`config.mk`:
```
export PLATFORM = sky130hd
export DESIGN_NAME = uart_tx_scheduler
export DESIGN_NICKNAME = d
export VERILOG_FILES = /design/src/rtl/uart_tx_scheduler.sv
export SDC_FILE = /design/constraint.sdc
export NUM_CORES = 1
export LEC_CHECK = 0
export CORE_ASPECT_RATIO = 0.7
export CORE_UTILIZATION = 38
export DETAILED_ROUTE_END_ITERATION = 10
export GPL_TIMING_DRIVEN = 0
export HOLD_SLACK_MARGIN = 0.03
export PLACE_DENSITY = 0.83
export SETUP_SLACK_MARGIN = 0.4
export SYNTH_ARGS = -nofsm -noshare
export SYNTH_HDL_FRONTEND = slang
export SYNTH_SLANG_ARGS = --single-unit
export TNS_END_PERCENT = 100
```
`constraint.sdc`:
```
create_clock -name Baud_Clk -period 1.6 [get_ports Baud_Clk]
set_clock_uncertainty 0.1 [all_clocks]
set_input_delay 0.32 -clock Baud_Clk [delete_from_list [all_inputs] [get_ports Baud_Clk]]
set_output_delay 0.32 -clock Baud_Clk [all_outputs]
set_load 0.05 [all_outputs]
```
`src/rtl/uart_tx_scheduler.sv`:
```
// Four-requester round-robin scheduler in front of a UART transmitter FSM.
// Define TX_TIMEOUT_EN to abort a frame that stalls in a wait state for TIMEOUT_CYCLES.
module uart_tx_scheduler #(
  parameter int DATA_W         = 8,
  parameter int TIMEOUT_CYCLES = 255
) (
  input  logic                  Baud_Clk,
  input  logic                  Reset,
  input  logic [3:0]            Req,
  input  logic [4*DATA_W-1:0]   Data,
  output logic [3:0]            Grant,
  output logic [3:0]            Done,
  output logic                  Tx_start,
  output logic [DATA_W-1:0]     Tx_data,
  input  logic                  Tx_busy,
  output logic                  Err
);

  localparam logic [2:0] S_IDLE      = 3'd0;
  localparam logic [2:0] S_GRANT     = 3'd1;
  localparam logic [2:0] S_WAIT_BUSY = 3'd2;
  localparam logic [2:0] S_WAIT_DONE = 3'd3;
  localparam logic [2:0] S_RELEASE   = 3'd4;

  logic [2:0]        r_state;
  logic [2:0]        w_state_next;
  logic [1:0]        r_rr_ptr;
  logic [1:0]        r_owner;
  logic [3:0]        r_grant;
  logic [DATA_W-1:0] r_tx_data;
  logic [1:0]        w_win;
  logic              w_found;
  logic              w_timeout;
  logic              w_in_wait;
  logic              w_start_frame;

  assign w_in_wait     = (r_state == S_WAIT_BUSY) || (r_state == S_WAIT_DONE);
  assign w_start_frame = (r_state == S_IDLE) && (w_state_next == S_GRANT);

  // Scan downward so the requester closest above the pointer is written last and wins.
  always_comb begin
    logic [1:0] idx;
    w_win   = r_rr_ptr;
    w_found = 1'b0;
    idx     = r_rr_ptr;
    for (int k = 3; k >= 0; k--) begin
      idx = r_rr_ptr + 2'(k);
      if (Req[idx]) begin
        w_win   = idx;
        w_found = 1'b1;
      end
    end
  end

  always_comb begin
    w_state_next = r_state;
    case (r_state)
      S_IDLE:      if (w_found && !Tx_busy) w_state_next = S_GRANT;
      S_GRANT:     w_state_next = S_WAIT_BUSY;
      S_WAIT_BUSY: if (w_timeout) w_state_next = S_RELEASE;
                   else if (Tx_busy) w_state_next = S_WAIT_DONE;
      S_WAIT_DONE: if (w_timeout || !Tx_busy) w_state_next = S_RELEASE;
      S_RELEASE:   w_state_next = S_IDLE;
      default:     w_state_next = S_IDLE;
    endcase
  end

  always_ff @(posedge Baud_Clk or negedge Reset) begin
    if (!Reset) begin
      r_state   <= S_IDLE;
      r_rr_ptr  <= 2'd0;
      r_owner   <= 2'd0;
      r_grant   <= 4'd0;
      r_tx_data <= '0;
    end else begin
      r_state <= w_state_next;
      if (w_start_frame) begin
        r_owner   <= w_win;
        r_grant   <= 4'b0001 << w_win;
        r_tx_data <= Data[w_win*DATA_W +: DATA_W];
      end else if (w_state_next == S_IDLE) begin
        r_grant <= 4'd0;
      end
      if (r_state == S_RELEASE) r_rr_ptr <= r_owner + 2'd1;
    end
  end

  assign Grant    = r_grant;
  assign Tx_data  = r_tx_data;
  assign Tx_start = (r_state == S_GRANT);
  assign Done     = (r_state == S_RELEASE) ? r_grant : 4'd0;

`ifdef TX_TIMEOUT_EN
  localparam int CNT_W = $clog2(TIMEOUT_CYCLES + 1);

  logic [CNT_W-1:0] r_cnt;
  logic [CNT_W-1:0] w_cnt_inc;
  logic             w_enter_wait;
  logic             r_err;

  assign w_cnt_inc    = r_cnt + 1'b1;
  assign w_timeout    = w_in_wait && (w_cnt_inc == CNT_W'(TIMEOUT_CYCLES));
  assign w_enter_wait = (w_state_next != r_state) &&
                        ((w_state_next == S_WAIT_BUSY) || (w_state_next == S_WAIT_DONE));

  // Counter holds the number of cycles already spent in the current wait state.
  always_ff @(posedge Baud_Clk or negedge Reset) begin
    if (!Reset) begin
      r_cnt <= '0;
      r_err <= 1'b0;
    end else begin
      if (w_enter_wait)   r_cnt <= '0;
      else if (w_in_wait) r_cnt <= w_cnt_inc;
      r_err <= w_timeout;
    end
  end

  assign Err = r_err && (r_state == S_RELEASE);
`else
  assign w_timeout = 1'b0;
  assign Err       = 1'b0;
`endif

endmodule

```
==> impl_metrics.yaml, run 1 <==
power_and_ir_drop:
  vdd_drop_max_mv: 1.13
  p_int_mw: 2.12
  total_power_mw: 3.98
  p_leak_nw: 0.961
  netSwitchingPower_mw: 1.86
  power.density_nw_per_um2: 1700
  combPwrFrac: 0.678
  p_clk_frac: 0.088
  seqPwrFrac: 0.234
  switching_share: 0.468
worst_setup_path:
  critPathKind: "register to register"
  crit_required_ns: 1.64
  path_cells: "nor4_4 > o41ai_4 > buf_4 > a221o_1 > o22a_1"
  rrSetupSlack_ns: -0.28
  cp_num_buf_inv: 1
  cp.arrival_ns: 1.91
  crit_path_start_kind: "register"
  max_stage_delay_ns: 0.46
  r2r_start: "r_state[0]$_DFF_PN0_"
  reg2reg_depth: 5
  crit_path_end_kind: "register"
  critPathSlowestCell: "dfrtp_2"
  rr_endpoint: "Tx_data[3]$_DFFE_PN0P_"
  worstPathMaxFanout: 3
  path_delay_family: "compound AO/OA/AOI/OAI gates"
synthesis:
  ys_async_sr_fraction: 1.00
  synth_warnings: 0
  ys_seq_area_frac: 0.369
  synth-edff-count: 0
  syn_area_um2: 1290
  syn-num-nets: 170
  ys_ff_latch: 19
  syn_inst: 131
  synth_cell_type_count: 46
  ys.flop_type: "dfrtp_1"
  synth.avg_cell_area_um2: 9.83
die:
  die_h_um: 50.7
  coreArea_um2: 3190
  rows: 17
  io_pins: 57
  die_area_um2: 3630
  fp.dieW_um: 71.6
  initial_core_util: 0.404
timing:
  setup_viol: 18
  fin_crit_sh: 1.17
  maxClockFrequency_mhz: 533
  maxSlewViolCount: 0
  post-route-min-period_ns: 1.88
  tns_ns: -2.64
  rsz0062_at_grt: "yes"
  max_slew_margin: 0.439
  setup_slack_ns: -0.277
  worst_pin_slew_ns: 0.842
  hold_viol_final: 0
global_route:
  grt_use_met2: 0.429
  overflow: 0
  grt_pass1_vias: 1378
  grt_pass1_wl_um: 6790
  gr-usage-met3: 0.0562
  antenna_found_initial: 0
  grt_use_total: 0.255
  grt_max_degree: 20
  grt_use_met1: 0.326
  top_usage_layer: "met2"
cells_and_area:
  area_delta_synth_final_pct: 82.4
  layout-drive-gt1-share: 0.451
  final_cell_count_no_fill: 244
  nNetsFinal: 246
  antennaDiodeCount: 0
  fillCellCount: 223
  design_area_um2: 2350
worst_hold_path:
  hold_path.class: "input pin to asynchronous set/reset pin"
placed_design:
  place_inst: 220
  gp_congestion: 0.797
  dp_slack_ns: -0.698
  dp_hpwl_um: 2960
  port_buffers: 51
  place_area_um2: 1920
drt:
  drt_iter0_drc: 59
  first_pass_iters: 4
  viasPerCell: 5.85
  avgRoutedWirePerCell_um: 19.3
  num_vias: 1428
  finalWirelength_um: 4710
  drtAntennaViolNets: 0
  drc: 0
clocking:
  cts.sinks: 19
  clk-insertion-delay-late_ns: 0.26
  clk_pin_slew_ns: 0.08
  clockBufferDepth: 2
  cts_tree: "yes"
  cts_buffers: 3
  cts_max_level: 1
  holdBufCountCts: 0
  cts_root_buf: "clkbuf_8"
status:
  violations: "setup timing"
  status: "complete, but fails checks"
flow_run:
  maxCapViolCount: 0
cells by family (layout without fill, tap and decap cells):
family	Yosys count	after routing	synth area share
mux	1	1	0.00777
other cells	1	1	0.00291
compound gates	55	57	0.349
xor+xnor	1	1	0.00680
simple gates	41	41	0.200
buf+inv	13	86	0.0641
flops	19	19	0.369
cell usage after synthesis (2+ instances only):
| library cell | n | share of area |
|---|---|---|
| o22a_1 | 8 | 0.054 |
| o21ai_2 | 2 | 0.014 |
| buf_6 | 2 | 0.017 |
| a22o_1 | 2 | 0.014 |
| a21oi_1 | 9 | 0.035 |
| dfrtp_1 | 19 | 0.37 |
| o21ai_0 | 13 | 0.051 |
| nand3_1 | 9 | 0.035 |
| buf_2 | 3 | 0.012 |
| inv_1 | 2 | 0.0058 |
| nand2b_1 | 3 | 0.015 |
| a221o_1 | 8 | 0.062 |
| nand2_1 | 5 | 0.015 |
| buf_4 | 4 | 0.023 |
| nor2_1 | 8 | 0.023 |
| and3_1 | 4 | 0.019 |
worst max path at each step:
stage	depth (start not counted)	slack (ns)	startpoint	endpoint
6_report	5	-0.28	r_state[0]$_DFF_PN0_	Tx_data[3]$_DFFE_PN0P_
5_1_grt	6	-0.35	r_rr_ptr[0]$_DFFE_PN0N_	Tx_data[3]$_DFFE_PN0P_
4_1_cts	6	-0.22	r_rr_ptr[0]$_DFFE_PN0N_	Tx_data[0]$_DFFE_PN0P_
3_5_place_dp	6	-0.70	Tx_busy	Tx_data[6]$_DFFE_PN0P_
3_3_place_gp	6	-0.61	Tx_busy	Tx_data[4]$_DFFE_PN0P_
2_1_floorplan	6	-0.06	r_rr_ptr[0]$_DFFE_PN0N_	Tx_data[2]$_DFFE_PN0P_
stage by stage:
stage / utilization / hold slack (ns)
after global routing: 0.736 / 0.246
after global placement: 0.601 / 0.375
after CTS: 0.687 / 0.188
final: 0.736 / 0.169
after floorplan: - / -0.0756
after detailed placement: 0.601 / 0.380
worst reg2reg max path, delay by kind of cell (launching register included):
| kind | cells | cell delay, ns |
|---|---|---|
| AO/OA/AOI/OAI | 3 | 0.65 |
| flip-flops | 1 | 0.46 |
| AND/OR/NAND/NOR | 1 | 0.38 |
| buffers and inverters | 1 | 0.17 |
state kept, by name, indices dropped and copies added (netlist names):
name	count
Tx_data	8
Grant	4
r_rr_ptr	2
r_owner	2
r_state	3
metal layers:
layer  up-vias  part of all wire  wire length [um]
li1        660                 -                 -
met1       691              0.40              1890
met2        65              0.51              2380
met3        12             0.069               324
met4         0             0.024               114
met5         -                 0                 0
cell type report:
| type | count | area (um2) | area share |
|---|---|---|---|
| Tap cell | 38 | 47.5 | 0.0202 |
| Clock buffer | 3 | 41.3 | 0.0176 |
| Sequential cell | 19 | 483 | 0.206 |
| Timing Repair Buffer | 69 | 711 | 0.303 |
| Clock inverter | 1 | 7.51 | 0.00320 |
| Buffer | 10 | 103 | 0.0437 |
| Inverter | 3 | 11.3 | 0.00479 |
| Multi-Input combinational cell | 101 | 945 | 0.402 |
cells in the final DEF, fill, tap and decap left out, types with 2 or more instances in the layout:
cell type	n
a221o_1	8
a21oi_2	4
nand2_1	4
a21oi_1	5
a22o_1	2
buf_2	2
o21ai_0	9
dfrtp_1	13
buf_6	17
o21ai_2	3
inv_1	2
clkdlybuf4s50_1	32
clkbuf_8	3
nand3_1	8
o22a_1	8
o21ai_4	2
buf_8	10
o21ai_1	2
nor2_4	3
dfrtp_2	6
and3_4	4
nand2b_1	3
a21boi_4	2
buf_4	16
nor2_1	6
power groups by stage:
| stage | combinational [mW] | sequential [mW] | clock (mW) |
|---|---|---|---|
| global route | 2.82 | 0.948 | 0.377 |
| detailed placement | 2.03 | 0.900 | 0 |
| global placement | 1.96 | 0.880 | 0 |
| floorplan | 0.944 | 1.34 | 0 |
| CTS | 2.40 | 0.914 | 0.348 |
| finish | 2.70 | 0.933 | 0.350 |
what timing repair did:
item	in CTS	in global routing
endpoints found under the setup margin	50	35
setup buffers	9	8
resized for setup	142	24
pin swaps	10	11
gates cloned	3	0
(Power assumes the default switching activity.)
==> run 2: changes to the inputs <==
--- a/config.mk
+++ b/config.mk
@@ -5,12 +5,13 @@
 export SDC_FILE = /design/constraint.sdc
 export NUM_CORES = 1
 export LEC_CHECK = 0
+export ABC_AREA = 1
 export CORE_ASPECT_RATIO = 0.7
-export CORE_UTILIZATION = 38
+export CORE_UTILIZATION = 39
 export DETAILED_ROUTE_END_ITERATION = 10
 export GPL_TIMING_DRIVEN = 0
 export HOLD_SLACK_MARGIN = 0.03
-export PLACE_DENSITY = 0.83
+export PLACE_DENSITY = 0.82
 export SETUP_SLACK_MARGIN = 0.4
 export SYNTH_ARGS = -nofsm -noshare
 export SYNTH_HDL_FRONTEND = slang
==> run 2 against run 1 <==
Compared with the run above:
- the flow still finishes with violations (setup timing)
- wire length shrank 2.1%
- sequential share of layout area shrank 2.1 points
- hold slack gained 0.011 ns
- critical endpoint unchanged
- highest routed layer unchanged
- global-route usage shrank 4.7 points
- register-to-register slack lost 0.18 ns
==> impl_metrics.yaml, run 2 <==
status:
  status: "complete, but fails checks"
  violations: "setup timing"
timing:
  maxClockFrequency_mhz: 486
  post-route-min-period_ns: 2.06
  setup_viol: 19
  maxSlewViolCount: 0
  hold_viol_final: 0
  max_slew_margin: 0.434
  fin_crit_sh: 1.29
  holdWs_ns: 0.180
  worst_pin_slew_ns: 0.849
  rsz0062_at_grt: "yes"
  setup_slack_ns: -0.459
placed_design:
  place_inst: 322
  dp_hpwl_um: 2760
  dp_slack_ns: -0.646
  gp_congestion: 0.806
  port_buffers: 55
power_and_ir_drop:
  vdd_drop_max_mv: 1.27
  p_int_mw: 2.74
  seqPwrFrac: 0.150
  p_clk_frac: 0.058
  power.density_nw_per_um2: 2180
  p_leak_nw: 1.35
  switching_share: 0.519
  netSwitchingPower_mw: 2.96
  combPwrFrac: 0.792
global_route:
  grt_use_total: 0.208
  grt_pass1_vias: 1440
  overflow: 0
  antenna_found_initial: 0
  grt_max_degree: 20
  grt_pass1_wl_um: 6130
clocking:
  cts.sinks: 19
  clk-insertion-delay-late_ns: 0.25
  cts_root_buf: "clkbuf_8"
  holdBufCountCts: 0
  clk_pin_slew_ns: 0.07
  cts_tree: "yes"
  clockBufferDepth: 2
  cts_buffers: 3
  cts_max_level: 1
die:
  rows: 18
  die_h_um: 52.7
  die_area_um2: 3920
  coreArea_um2: 3510
  io_pins: 57
  fp.dieW_um: 74.4
  initial_core_util: 0.407
drt:
  drtAntennaViolNets: 0
  drt_iter0_drc: 80
  drc: 0
  viasPerCell: 4.90
  avgRoutedWirePerCell_um: 13.0
  finalWirelength_um: 4610
  num_vias: 1739
  first_pass_iters: 4
synthesis:
  ys_seq_area_frac: 0.332
  syn-num-nets: 256
  ys.flop_type: "dfrtp_1"
  synth.area.top_cells: "dfrtp_1 33%, nand2_1 25%, nand3_1 9.1%, nand2_2 7.9%, inv_1 3.9%"
  ys_async_sr_fraction: 1.00
  syn_inst: 217
  ys_ff_latch: 19
  synthMostInstantiatedCell: "nand2_1"
  synth_cell_type_count: 22
  synth-edff-count: 0
  synth_commonest_cells: "96 x nand2_1, 26 x nand3_1, 19 x dfrtp_1"
  synth_top_area_frac: 0.332
  synth.avg_cell_area_um2: 6.60
  yosys.area.top_type: "dfrtp_1"
  syn_area_um2: 1430
  synth_warnings: 0
cells_and_area:
  final_cell_count_no_fill: 355
  layout-drive-gt1-share: 0.407
  final_common_cell: "nand2_1"
  largest_register_ffs: 8
  final_cell_mix: "85 x nand2_1, 35 x clkdlybuf4s50_1, 26 x buf_4"
  area_delta_synth_final_pct: 82.4
  final_core_util: 0.743
  antennaDiodeCount: 0
  nNetsFinal: 345
worst_hold_path:
  hold_path.class: "input pin to asynchronous set/reset pin"
worst_setup_path:
  crit_required_ns: 1.69
  critPathKind: "input pin to register"
  crit_path_start_kind: "input pin"
  crit_path_end_kind: "register"
  worstPathMaxFanout: 7
  cp.arrival_ns: 2.15
flow_run:
  maxCapViolCount: 0
==> run 2: changes by cell type after synthesis, moves of 7 or more <==
cell / delta
nand2_2: +18
inv_1: +13
a221o_1: -8
a21oi_1: -9
nand3_1: +17
o22a_1: -8
nand2_1: +91
o21ai_0: -7
==> run 2: repair_timing <==
action	4_1_cts	5_1_grt
cloned	1	3
pin swaps	6	9
setup buffers	15	10
endpoints found under the setup margin	51	35
resized for setup	131	39
==> run 2: routing by layer <==
layer | GRT usage | wire length [um] | vias to the layer above
li1 | - | - | 854
met1 | 0.270 | 1970 | 801
met2 | 0.345 | 2300 | 76
met3 | 0.0500 | 291 | 8
met4 | 0.0535 | 54 | 0
met5 | 0 | 0 | -
==> run 2: worst paths after layout <==
check	startpoint	to	slack, ns	depth (start not counted)
max reg2reg	r_rr_ptr[0]$_DFFE_PN0N_	Tx_data[3]$_DFFE_PN0P_	-0.46	17
max in group asynchronous	Reset	Grant[3]$_DFFE_PN0P_	0.64	1
max	Req[0]	Tx_data[3]$_DFFE_PN0P_	-0.46	16
min reg2reg	r_owner[0]$_DFFE_PN0P_	r_rr_ptr[0]$_DFFE_PN0N_	0.39	1
min	Reset	r_state[0]$_DFF_PN0_	0.18	1
min in group Baud_Clk	r_owner[0]$_DFFE_PN0P_	r_rr_ptr[0]$_DFFE_PN0N_	0.39	1
==> run 2: final cells by class <==
| type | count | area [um2] |
|---|---|---|
| clock inverters | 1 | 5.00 |
| multi-input cells | 170 | 1010 |
| plain buffers | 8 | 87.6 |
| clock buffers | 3 | 41.3 |
| fillers | 253 | 902 |
| flip-flops and latches | 19 | 482 |
| inverters | 21 | 96.3 |
| repair buffers | 83 | 823 |
| well taps | 50 | 62.6 |
==> run 2: worst max-delay path: stages <==
cell,delay [ns]
clkdlybuf4s50_1,0.51
nand2_1,0.10
nand2_4,0.09
nand2_4,0.07
nand2_2,0.07
inv_2,0.05
nand2_4,0.09
nand4_4,0.18
buf_4,0.21
nand2_4,0.08
nand2_1,0.06
nand2_1,0.09
nand2_1,0.06
nand2_1,0.06
nand2_1,0.05
nand2_1,0.06
==> run 2: cells by family (layout without fill, tap and decap cells) <==
logic type | after synthesis | after routing | share of synthesized area
AOI/OAI and AO/OA | 10 | 10 | 0.0358
xor gates and xnor gates | 1 | 1 | 0.00612
buffers and inverters | 29 | 116 | 0.107
DFF | 19 | 19 | 0.332
other | 1 | 1 | 0.00262
and+or+nand+nor | 157 | 158 | 0.517
==> run 2: power groups by stage <==
stage / Sequential [mW] / Clock [mW] / Combinational, mW
4_1_cts: 0.827 / 0.339 / 3.65
6_report: 0.857 / 0.329 / 4.52
2_1_floorplan: 1.18 / 0 / 2.11
5_1_grt: 0.869 / 0.356 / 4.85
3_3_place_gp: 0.808 / 0 / 3.19
3_5_place_dp: 0.811 / 0 / 3.23
==> run 2: through the flow <==
step | setup TNS, ns | total power [mW] | area [um2]
after floorplan | -2.08 | 3.29 | 1510
after global placement | -10.12 | 4.00 | 2120
final | -5.90 | 5.70 | 2610
after detailed placement | -10.99 | 4.05 | 2120
after CTS | -4.58 | 4.81 | 2340
after global routing | -7.61 | 6.08 | 2610
==> run 3: changes to the inputs <==
--- a/config.mk
+++ b/config.mk
@@ -7,6 +7,7 @@
 export LEC_CHECK = 0
 export ABC_AREA = 1
 export CORE_ASPECT_RATIO = 0.7
+export CORE_MARGIN = 1.5
 export CORE_UTILIZATION = 39
 export DETAILED_ROUTE_END_ITERATION = 10
 export GPL_TIMING_DRIVEN = 0
==> run 3 against run 2 <==
Compared with the run above:
- the run still ends with setup timing left
- power increased by 3.9%
- sequential cell count unchanged
- sequential share of layout area decreased by 0.33 points
- clock-buffer cell count unchanged
- hold slack got worse by 0.023 ns
- first-iteration DRC count increased by 24%
==> impl_metrics.yaml, run 3 (synthesis results as in run 2) <==
worst_setup_path:
  crit_path_start_kind: "register"
  crit_required_ns: 1.71
  worstPathMaxFanout: 7
  crit_path_end_kind: "register"
  cp.arrival_ns: 2.19
  critPathKind: "register to register"
timing:
  setup_slack_ns: -0.487
  max_slew_margin: 0.461
  maxSlewViolCount: 0
  post-route-min-period_ns: 2.09
  setup_viol: 20
  hold_viol_final: 0
  tns_ns: -7.47
  maxClockFrequency_mhz: 479
  worst_pin_slew_ns: 0.808
  rsz0062_at_grt: "yes"
  fin_crit_sh: 1.30
power_and_ir_drop:
  seqPwrFrac: 0.144
  p_clk_frac: 0.058
  p_int_mw: 2.87
  netSwitchingPower_mw: 3.05
  vdd_drop_max_mv: 1.19
  total_power_mw: 5.93
  combPwrFrac: 0.798
  power.density_nw_per_um2: 2230
  switching_share: 0.515
  p_leak_nw: 1.36
die:
  die_area_um2: 4050
  io_pins: 57
  fp.dieW_um: 75.4
  die_h_um: 53.7
  coreArea_um2: 3510
  initial_core_util: 0.407
  rows: 18
placed_design:
  gp_congestion: 0.812
  port_buffers: 55
  place_area_um2: 2120
  dp_hpwl_um: 3110
clocking:
  cts.sinks: 19
  cts_buffers: 3
  clockBufferDepth: 2
  clk-insertion-delay-late_ns: 0.26
  cts_root_buf: "clkbuf_8"
  cts_tree: "yes"
  cts_max_level: 1
  holdBufCountCts: 0
  clk_pin_slew_ns: 0.07
global_route:
  grt_max_degree: 20
  overflow: 0
  antenna_found_initial: 0
  grt_pass1_wl_um: 7130
  grt_use_total: 0.234
  grt_pass1_vias: 1669
cells_and_area:
  layout-drive-gt1-share: 0.421
  nNetsFinal: 344
  design_area_um2: 2660
  antennaDiodeCount: 0
  final_common_cell: "nand2_1"
  area_delta_synth_final_pct: 85.8
  largest_register_ffs: 8
  final_cell_mix: "80 x nand2_1, 35 x clkdlybuf4s50_1, 23 x nand2_2"
flow_run:
  maxCapViolCount: 0
drt:
  viasPerCell: 5.06
  avgRoutedWirePerCell_um: 14.3
  drc: 0
  finalWirelength_um: 5050
  first_pass_iters: 4
  num_vias: 1792
  drt_iter0_drc: 99
  drtAntennaViolNets: 0
worst_hold_path:
  hold_path.class: "input pin to asynchronous set/reset pin"
status:
  status: "complete, but fails checks"
  violations: "setup timing"
run 3: cell types whose count changed in the layout (fill, tap and decap cells not counted), sizes merged:
cell / change
nand2: -1
clkbuf: +1
buf: -1
run 3: final timing paths:
path                                         start                     end  slack [ns]  cells past startpoint
max                        r_rr_ptr[0]$_DFFE_PN0N_  Tx_data[2]$_DFFE_PN0P_       -0.49                     15
min                                          Reset    r_state[0]$_DFF_PN0_        0.16                      1
max reg2reg                r_rr_ptr[0]$_DFFE_PN0N_  Tx_data[2]$_DFFE_PN0P_       -0.49                     15
min reg2reg                   r_state[0]$_DFF_PN0_    r_state[1]$_DFF_PN0_        0.40                      1
max in group asynchronous                    Reset    Grant[0]$_DFFE_PN0P_        0.69                      1
min in group Baud_Clk         r_state[0]$_DFF_PN0_    r_state[1]$_DFF_PN0_        0.40                      1
run 3: critical path: stages, from the launching register on:
cell	delay (ns)
dfrtp_1	0.41
buf_6	0.15
clkinv_8	0.08
nand2_2	0.09
nand3_2	0.10
nand2_2	0.09
inv_2	0.11
nand4_4	0.18
nand2_4	0.19
buf_6	0.13
nand2_2	0.04
nand2_1	0.06
nand2_1	0.07
nand2_1	0.10
nand2_1	0.05
nand2_1	0.06
run 3: area by class of cell:
cell class                 count  area [um2]
clock inverter                 1        5.00
clock buffer                   3        41.3
buffer                         8        95.1
multi-input combinational    169        1010
fill                         259         855
inverter                      21        96.3
timing repair buffer          83         865
sequential                    19         482
tap                           50        62.6
run 3: metal layers:
metal | track usage | share of wire | vias to the layer above
li1 | - | - | 851
met1 | 0.300 | 0.41 | 820
met2 | 0.402 | 0.49 | 100
met3 | 0.0300 | 0.065 | 21
met4 | 0.0923 | 0.032 | 0
met5 | 0 | 0 | -
run 3: power by group through the flow:
stage | registers, mW | clock network [mW] | logic (mW)
2_1_floorplan | 1.18 | 0 | 2.11
3_3_place_gp | 0.811 | 0 | 3.20
3_5_place_dp | 0.820 | 0 | 3.28
4_1_cts | 0.841 | 0.335 | 3.77
5_1_grt | 0.870 | 0.358 | 5.04
6_report | 0.854 | 0.342 | 4.73
run 3: through the flow:
step                      std cells  utilization  setup WS (ns)  hold slack, ns
after detailed placement        322        0.604         -0.698           0.376
after CTS                       342        0.670         -0.389           0.192
after floorplan                 217            -         -0.197         -0.0756
after global placement          322        0.604         -0.612           0.367
after global routing            354        0.757         -0.576           0.235
final                           354        0.757         -0.487           0.157
run 3: timing repair:
| action | CTS | global route |
|---|---|---|
| cloned | 1 | 2 |
| gates resized for setup | 130 | 49 |
| setup buffers | 15 | 10 |
| endpoints found under the setup margin | 52 | 33 |
| pin swaps | 4 | 21 |
